<file path="config.mk">
export PLATFORM = sky130hd
export DESIGN_NAME = hazard_scheduler_flat
export DESIGN_NICKNAME = d
export VERILOG_FILES = /design/src/rtl/hazard_scheduler_if.sv /design/src/rtl/hazard_scheduler.sv /design/src/flat_wrapper.sv
export SDC_FILE = /design/constraint.sdc
export NUM_CORES = 1
export LEC_CHECK = 0
export ABC_CLOCK_PERIOD_IN_PS = 4000
export CAP_MARGIN = 20
export CORE_AREA = 2 2 60 62
export CTS_CLUSTER_DIAMETER = 80
export DETAILED_ROUTE_END_ITERATION = 8
export DIE_AREA = 0 0 62 64
export PLACE_DENSITY = 0.83
export SYNTH_ARGS = -nofsm -noshare
export SYNTH_HDL_FRONTEND = slang
export SYNTH_SLANG_ARGS = --single-unit
</file>
<file path="constraint.sdc">
create_clock -name clk -period 4 [get_ports clk]
set_input_delay 0.8 -clock clk [delete_from_list [all_inputs] [get_ports clk]]
set_output_delay 0.8 -clock clk [all_outputs]
set_load 0.02 [all_outputs]
</file>
<file path="src/rtl/hazard_scheduler_if.sv">
// Pipeline hazard bus between the datapath and hazard_scheduler.
// The master drives pipeline register addresses and the memory handshake; the slave returns stall, flush and bypass controls.
interface hazard_scheduler_if #(
  parameter int CNT_W = 16
);
  logic [4:0]       rs1D, rs2D;
  logic [4:0]       rs1E, rs2E, rdE;
  logic [1:0]       result_srcE;
  logic             pc_srcE;
  logic [4:0]       rdM, rdW;
  logic             reg_writeM, reg_writeW;
  logic             mem_req, mem_ready;
  logic             StallF, StallD, StallE, StallM;
  logic             FlushD, FlushE;
  logic [1:0]       ForwardAE, ForwardBE;
  logic [CNT_W-1:0] stall_cycles;
  logic             mem_timeout;

  modport master (
    output rs1D, rs2D, rs1E, rs2E, rdE, result_srcE, pc_srcE,
           rdM, rdW, reg_writeM, reg_writeW, mem_req, mem_ready,
    input  StallF, StallD, StallE, StallM, FlushD, FlushE,
           ForwardAE, ForwardBE, stall_cycles, mem_timeout
  );

  modport slave (
    input  rs1D, rs2D, rs1E, rs2E, rdE, result_srcE, pc_srcE,
           rdM, rdW, reg_writeM, reg_writeW, mem_req, mem_ready,
    output StallF, StallD, StallE, StallM, FlushD, FlushE,
           ForwardAE, ForwardBE, stall_cycles, mem_timeout
  );
endinterface

</file>
<file path="src/rtl/hazard_scheduler.sv">
// Five-stage pipeline hazard unit: bypass select, load-use/branch/memory-wait stall and flush, stall-cycle counter.
// Define HAZ_MEM_TIMEOUT_EN to add a MEM_WAIT watchdog that raises a sticky mem_timeout after MEM_TIMEOUT cycles.
module hazard_scheduler #(
  parameter int MEM_TIMEOUT = 255,
  parameter int CNT_W       = 16
) (
  input logic               clk,
  input logic               reset,
  hazard_scheduler_if.slave hz
);

  typedef enum logic {RUN, MEM_WAIT} state_t;

  state_t           state_q, state_d;
  logic [CNT_W-1:0] stall_cycles_q, stall_cycles_d;
  logic             lw_stall, mem_stall, timeout_hit;

  function automatic logic [1:0] fwd_sel(input logic [4:0] rs, input logic [4:0] rd_m,
                                         input logic wr_m, input logic [4:0] rd_w,
                                         input logic wr_w);
    if (wr_m && (rd_m != 5'd0) && (rd_m == rs))      return 2'b10;
    else if (wr_w && (rd_w != 5'd0) && (rd_w == rs)) return 2'b01;
    else                                             return 2'b00;
  endfunction

  assign hz.ForwardAE = fwd_sel(hz.rs1E, hz.rdM, hz.reg_writeM, hz.rdW, hz.reg_writeW);
  assign hz.ForwardBE = fwd_sel(hz.rs2E, hz.rdM, hz.reg_writeM, hz.rdW, hz.reg_writeW);

  assign lw_stall = (hz.result_srcE == 2'b01) && (hz.rdE != 5'd0) &&
                    ((hz.rdE == hz.rs1D) || (hz.rdE == hz.rs2D));

`ifdef HAZ_MEM_TIMEOUT_EN
  localparam int WAIT_W = $clog2(MEM_TIMEOUT + 1);

  logic [WAIT_W-1:0] wait_cnt_q, wait_cnt_d;
  logic              mem_timeout_q, mem_timeout_d;

  // wait_cnt_q counts completed MEM_WAIT cycles, so the last allowed one sees MEM_TIMEOUT-1
  assign timeout_hit    = (state_q == MEM_WAIT) && !hz.mem_ready &&
                          (wait_cnt_q == WAIT_W'(MEM_TIMEOUT - 1));
  assign hz.mem_timeout = mem_timeout_q;
`else
  assign timeout_hit    = 1'b0;
  assign hz.mem_timeout = 1'b0;
`endif

  // A timeout releases the pipeline in the same cycle it is detected
  assign mem_stall = (((state_q == MEM_WAIT) && !hz.mem_ready) ||
                      ((state_q == RUN) && hz.mem_req && !hz.mem_ready)) && !timeout_hit;

  always_comb begin
    state_d        = state_q;
    stall_cycles_d = stall_cycles_q;
    case (state_q)
      RUN:      if (hz.mem_req && !hz.mem_ready)   state_d = MEM_WAIT;
      MEM_WAIT: if (hz.mem_ready || timeout_hit)   state_d = RUN;
      default:                                     state_d = RUN;
    endcase
    if (mem_stall && (stall_cycles_q != '1)) stall_cycles_d = stall_cycles_q + CNT_W'(1);
`ifdef HAZ_MEM_TIMEOUT_EN
    mem_timeout_d = mem_timeout_q | timeout_hit;
    wait_cnt_d    = (state_q == MEM_WAIT) ? wait_cnt_q + WAIT_W'(1) : '0;
`endif
  end

  always_ff @(posedge clk or posedge reset) begin
    if (reset) begin
      state_q        <= RUN;
      stall_cycles_q <= '0;
`ifdef HAZ_MEM_TIMEOUT_EN
      wait_cnt_q     <= '0;
      mem_timeout_q  <= 1'b0;
`endif
    end else begin
      state_q        <= state_d;
      stall_cycles_q <= stall_cycles_d;
`ifdef HAZ_MEM_TIMEOUT_EN
      wait_cnt_q     <= wait_cnt_d;
      mem_timeout_q  <= mem_timeout_d;
`endif
    end
  end

  assign hz.stall_cycles = stall_cycles_q;

  // Reset holds the pipeline flushed; otherwise memory wait beats redirect, which beats load-use
  always_comb begin
    hz.StallF = 1'b0;
    hz.StallD = 1'b0;
    hz.StallE = 1'b0;
    hz.StallM = 1'b0;
    hz.FlushD = 1'b0;
    hz.FlushE = 1'b0;
    if (reset) begin
      hz.FlushD = 1'b1;
      hz.FlushE = 1'b1;
    end else if (mem_stall) begin
      hz.StallF = 1'b1;
      hz.StallD = 1'b1;
      hz.StallE = 1'b1;
      hz.StallM = 1'b1;
    end else if (hz.pc_srcE) begin
      hz.FlushD = 1'b1;
      hz.FlushE = 1'b1;
    end else if (lw_stall) begin
      hz.StallF = 1'b1;
      hz.StallD = 1'b1;
      hz.FlushE = 1'b1;
    end
  end

endmodule

</file>
<file path="src/flat_wrapper.sv">
// flat-port wrapper written by rule: the top's interface ports become plain ports
module hazard_scheduler_flat 
#(
  parameter int MEM_TIMEOUT = 255,
  parameter int CNT_W       = 16
)
  (clk, reset, hz_rs1D, hz_rs2D, hz_rs1E, hz_rs2E, hz_rdE, hz_result_srcE, hz_pc_srcE, hz_rdM, hz_rdW, hz_reg_writeM, hz_reg_writeW, hz_mem_req, hz_mem_ready, hz_StallF, hz_StallD, hz_StallE, hz_StallM, hz_FlushD, hz_FlushE, hz_ForwardAE, hz_ForwardBE, hz_stall_cycles, hz_mem_timeout);
  hazard_scheduler_if #(.CNT_W(CNT_W)) hz_i ();
  input logic clk;
  input logic reset;
  input wire logic [$bits(hz_i.rs1D)-1:0] hz_rs1D;
  input wire logic [$bits(hz_i.rs2D)-1:0] hz_rs2D;
  input wire logic [$bits(hz_i.rs1E)-1:0] hz_rs1E;
  input wire logic [$bits(hz_i.rs2E)-1:0] hz_rs2E;
  input wire logic [$bits(hz_i.rdE)-1:0] hz_rdE;
  input wire logic [$bits(hz_i.result_srcE)-1:0] hz_result_srcE;
  input wire logic [$bits(hz_i.pc_srcE)-1:0] hz_pc_srcE;
  input wire logic [$bits(hz_i.rdM)-1:0] hz_rdM;
  input wire logic [$bits(hz_i.rdW)-1:0] hz_rdW;
  input wire logic [$bits(hz_i.reg_writeM)-1:0] hz_reg_writeM;
  input wire logic [$bits(hz_i.reg_writeW)-1:0] hz_reg_writeW;
  input wire logic [$bits(hz_i.mem_req)-1:0] hz_mem_req;
  input wire logic [$bits(hz_i.mem_ready)-1:0] hz_mem_ready;
  output wire logic [$bits(hz_i.StallF)-1:0] hz_StallF;
  output wire logic [$bits(hz_i.StallD)-1:0] hz_StallD;
  output wire logic [$bits(hz_i.StallE)-1:0] hz_StallE;
  output wire logic [$bits(hz_i.StallM)-1:0] hz_StallM;
  output wire logic [$bits(hz_i.FlushD)-1:0] hz_FlushD;
  output wire logic [$bits(hz_i.FlushE)-1:0] hz_FlushE;
  output wire logic [$bits(hz_i.ForwardAE)-1:0] hz_ForwardAE;
  output wire logic [$bits(hz_i.ForwardBE)-1:0] hz_ForwardBE;
  output wire logic [$bits(hz_i.stall_cycles)-1:0] hz_stall_cycles;
  output wire logic [$bits(hz_i.mem_timeout)-1:0] hz_mem_timeout;
  assign hz_i.rs1D = hz_rs1D;
  assign hz_i.rs2D = hz_rs2D;
  assign hz_i.rs1E = hz_rs1E;
  assign hz_i.rs2E = hz_rs2E;
  assign hz_i.rdE = hz_rdE;
  assign hz_i.result_srcE = hz_result_srcE;
  assign hz_i.pc_srcE = hz_pc_srcE;
  assign hz_i.rdM = hz_rdM;
  assign hz_i.rdW = hz_rdW;
  assign hz_i.reg_writeM = hz_reg_writeM;
  assign hz_i.reg_writeW = hz_reg_writeW;
  assign hz_i.mem_req = hz_mem_req;
  assign hz_i.mem_ready = hz_mem_ready;
  assign hz_StallF = hz_i.StallF;
  assign hz_StallD = hz_i.StallD;
  assign hz_StallE = hz_i.StallE;
  assign hz_StallM = hz_i.StallM;
  assign hz_FlushD = hz_i.FlushD;
  assign hz_FlushE = hz_i.FlushE;
  assign hz_ForwardAE = hz_i.ForwardAE;
  assign hz_ForwardBE = hz_i.ForwardBE;
  assign hz_stall_cycles = hz_i.stall_cycles;
  assign hz_mem_timeout = hz_i.mem_timeout;
  hazard_scheduler #(.MEM_TIMEOUT(MEM_TIMEOUT), .CNT_W(CNT_W)) u_core (.clk(clk), .reset(reset), .hz(hz_i));
endmodule
</file>
==> impl_metrics.csv <==
group,metric,value,unit
cells_and_area,seqCellArea,425.4,µm²
drt,drc,0,
placed_design,gp_congestion,0.7990,
drt,drt_iter0_drc,53,
sta,finalSetupTns,0,ns
global_route,grt_max_degree,18,
drt,viasPerCell,5.054,
outcome,status,"complete, no violations",
cells_and_area,multi_input_area,869.6,µm²
sta,min_period,3.817,ns
setup_path,end_kind,"output pin",
setup_path,cp_slowest_cell,"clkdlybuf4s50_1",
floorplan,initial_core_util,40.80,%
sta,fin_skew,0.004481,ns
cts,numCtsBuffers,3,
sta,setup_slack,0.1830,ns
pwr,leakagePower,0.8520,nW
setup_path,cp_cell_sequence,"clkdlybuf4s50_1 -> or4_4 -> o21ai_2 -> nor4_2 -> nor4_2 -> clkdlybuf4s50_1",
yosys,syn-instance-count,140,
setup_path,crit_fanout,3,
global_route,grt_pass1_wl,5685,µm
drt,wire_per_inst,13.74,µm
cts,post_cts_buffers,0,
global_route,overflow,0,
floorplan,fp.coreArea,0.003284,mm²
yosys,syn-num-nets,185,
yosys,synth_area,0.001340,mm²
cts,worstSkewPairLatency,0.29,ns
placed_design,dpl.cell_count,253,
cts,ctsResizeCount,0,
setup_path,worst_ep_arrival_time,3.02,ns
pwr,vdd_drop_max,0.4549,mV
cts,cts_tree,"yes",
floorplan,fp-row-count,21,
min_path,hold_class,"register to register",
pwr,power_density,307.8,mW/mm²
cells_and_area,drive_gt1_share,9.005,%
setup_path,cpPeakStageDelay,0.64,ns
floorplan,die_y,64,µm
yosys,synth_compound_area_share,12.42,%
setup_path,required,3.20,ns
yosys,synth-xor-area-share,27.45,%
global_route,grt_pass1_vias,1256,
cells_and_area,fillers,277,
placed_design,portBuffers,69,
cts,h-tree-depth,1,
setup_path,worstSetupPathType,"primary input to output pin",
cts,clkSinkCount,17,
drt,vias,1299,
placed_design,hpwlAfterDp,2956,µm
flow_run,max_cap_viol_count,0,
drt,routed_wl,3532,µm
cells_and_area,final_area,0.002100,mm²
cells_and_area,area_delta_synth_final,56.68,%
cells_and_area,nets,257,
floorplan,io_pins,71,
setup_path,startpoint_type,"primary input",
cts,clk_path_buf_depth,2,
cells_and_area,diodes,0,
sta,slew_viol_final,0,
global_route,grt.total_usage,18.71,%
placed_design,place_area,0.002073,mm²
cells_and_area,most-common-layout-cells,"clkdlybuf4s50_1 (69), xor2_1 (32), dfrtp_1 (17)",
floorplan,die_width,62,µm
cts,cts-hold-fix-buffers,0,
sta,timing.final.crit_share,95.43,%
yosys,ys_seq_area_share,31.75,%
yosys,synth.distinct_cells,38,
floorplan,die-area,0.003968,mm²
yosys,synthAdderAreaFrac,0.9337,%
sta,setup_viol,0,
placed_design,dp_slack,0.1876,ns
yosys,syn_area_per_cell,9.572,µm²
yosys,synth_top_family_by_area,"XOR/XNOR gates",
yosys,synth_warnings,0,
drt,detail-route-antenna-nets,0,
sta,rsz0062_at_grt,"false",
cells_and_area,instances_no_fill,257,
drt,firstDrtPassIters,4,
sta,final_hold_viol_count,0,
cells_and_area,layout_commonest_cell,"clkdlybuf4s50_1",
cts,clk_pin_slew,0.09,ns
cts,cts_root_buf,"clkbuf_4",
global_route,antenna_found_initial,0,
sta,fmax,262.0,MHz
yosys,ys_ff_latch,17,
yosys,yosys.area_share.simple,22.97,%
sta,whs,0.5169,ns
yosys,muxShareOfSynthArea,0.8403,%
==> path summary, 6_finish.rpt <==
path                                            startpoint                    endpoint  cells past startpoint  slack (ns)
worst max-delay path                             hz_rdM[1]             hz_ForwardBE[0]                      6        0.18
worst min-delay path            u_core.hz.stall_cycles[15]  u_core.hz.stall_cycles[15]                      1        0.52
worst max register to register   u_core.hz.stall_cycles[0]   u_core.hz.stall_cycles[1]                      5        2.13
worst min register to register  u_core.hz.stall_cycles[15]  u_core.hz.stall_cycles[15]                      1        0.52
max in group asynchronous                            reset   u_core.hz.stall_cycles[8]                      3        2.95
min in group asynchronous                            reset   u_core.hz.stall_cycles[4]                      3        0.86
==> sequential cells by signal, indices dropped and copies added (netlist names) <==
name and cells:
u_core.hz.stall_cycles 16, u_core.state_q 1
==> area by class of cell <==
class | instances | area share [%]
inverter | 6 | 1.073
clock buffer | 4 | 1.251
tap | 46 | 2.741
timing repair buffer | 70 | 33.25
sequential | 17 | 20.26
multi-input combinational | 114 | 41.42
==> cell families after synthesis <==
logic type | after synthesis
compound gates | 20
xor+xnor | 42
fa+ha+maj | 1
buf+inv | 9
flops | 17
mux | 1
other cells | 1
simple gates | 49
==> layer usage <==
metal  global-route usage (%)  share of wire (%)
met1                    23.67                 39
met3                    4.049                 10
met2                    31.90                 49
met5                        0                  0
met4                    3.723               0.99
==> worst max-delay path, delay by kind of cell <==
kind            cells  cell delay [ns]
buf+inv             2             1.12
simple gates        3             0.92
compound gates      1             0.17
==> cell usage after synthesis, drive strengths merged <==
cell / n / area share (%)
nand3: 9 / 3.4
and4: 1 / 0.65
o31ai: 4 / 2.2
ha: 1 / 0.93
buf: 3 / 1.7
a31oi: 2 / 1.4
inv: 6 / 1.7
a21oi: 4 / 1.5
o21bai: 1 / 1.4
o21ai: 3 / 1.4
xnor2: 10 / 6.5
xor2: 32 / 21
nor2b: 1 / 0.47
nand2: 7 / 2.1
a211oi: 2 / 1.1
and3: 4 / 1.9
a22oi: 1 / 0.56
nor3: 9 / 3.7
nand4: 3 / 2.5
a2111oi: 2 / 2.2
or4: 4 / 2.5
and2: 1 / 0.65
nor4: 6 / 3.7
dfrtp: 17 / 32
nor2: 4 / 1.3
a21o: 1 / 0.56
mux2: 1 / 0.84
conb: 1 / 0.28
==> stage by stage <==
stage	power (mW)	utilization [%]
after floorplan	0.4080	-
after global placement	0.5547	63.12
after detailed placement	0.5601	63.12
after CTS	0.6504	63.92
after global routing	0.6866	63.92
final	0.6462	63.92
==> where the power goes <==
| group | switching (mW) | total (mW) | internal [mW] |
|---|---|---|---|
| clock | 0.0512 | 0.0900 | 0.0388 |
| sequential | 0.0543 | 0.260 | 0.205 |
| combinational | 0.141 | 0.297 | 0.156 |
| total | 0.246 | 0.646 | 0.400 |
Note: power is estimated with default switching activity, not from simulation.
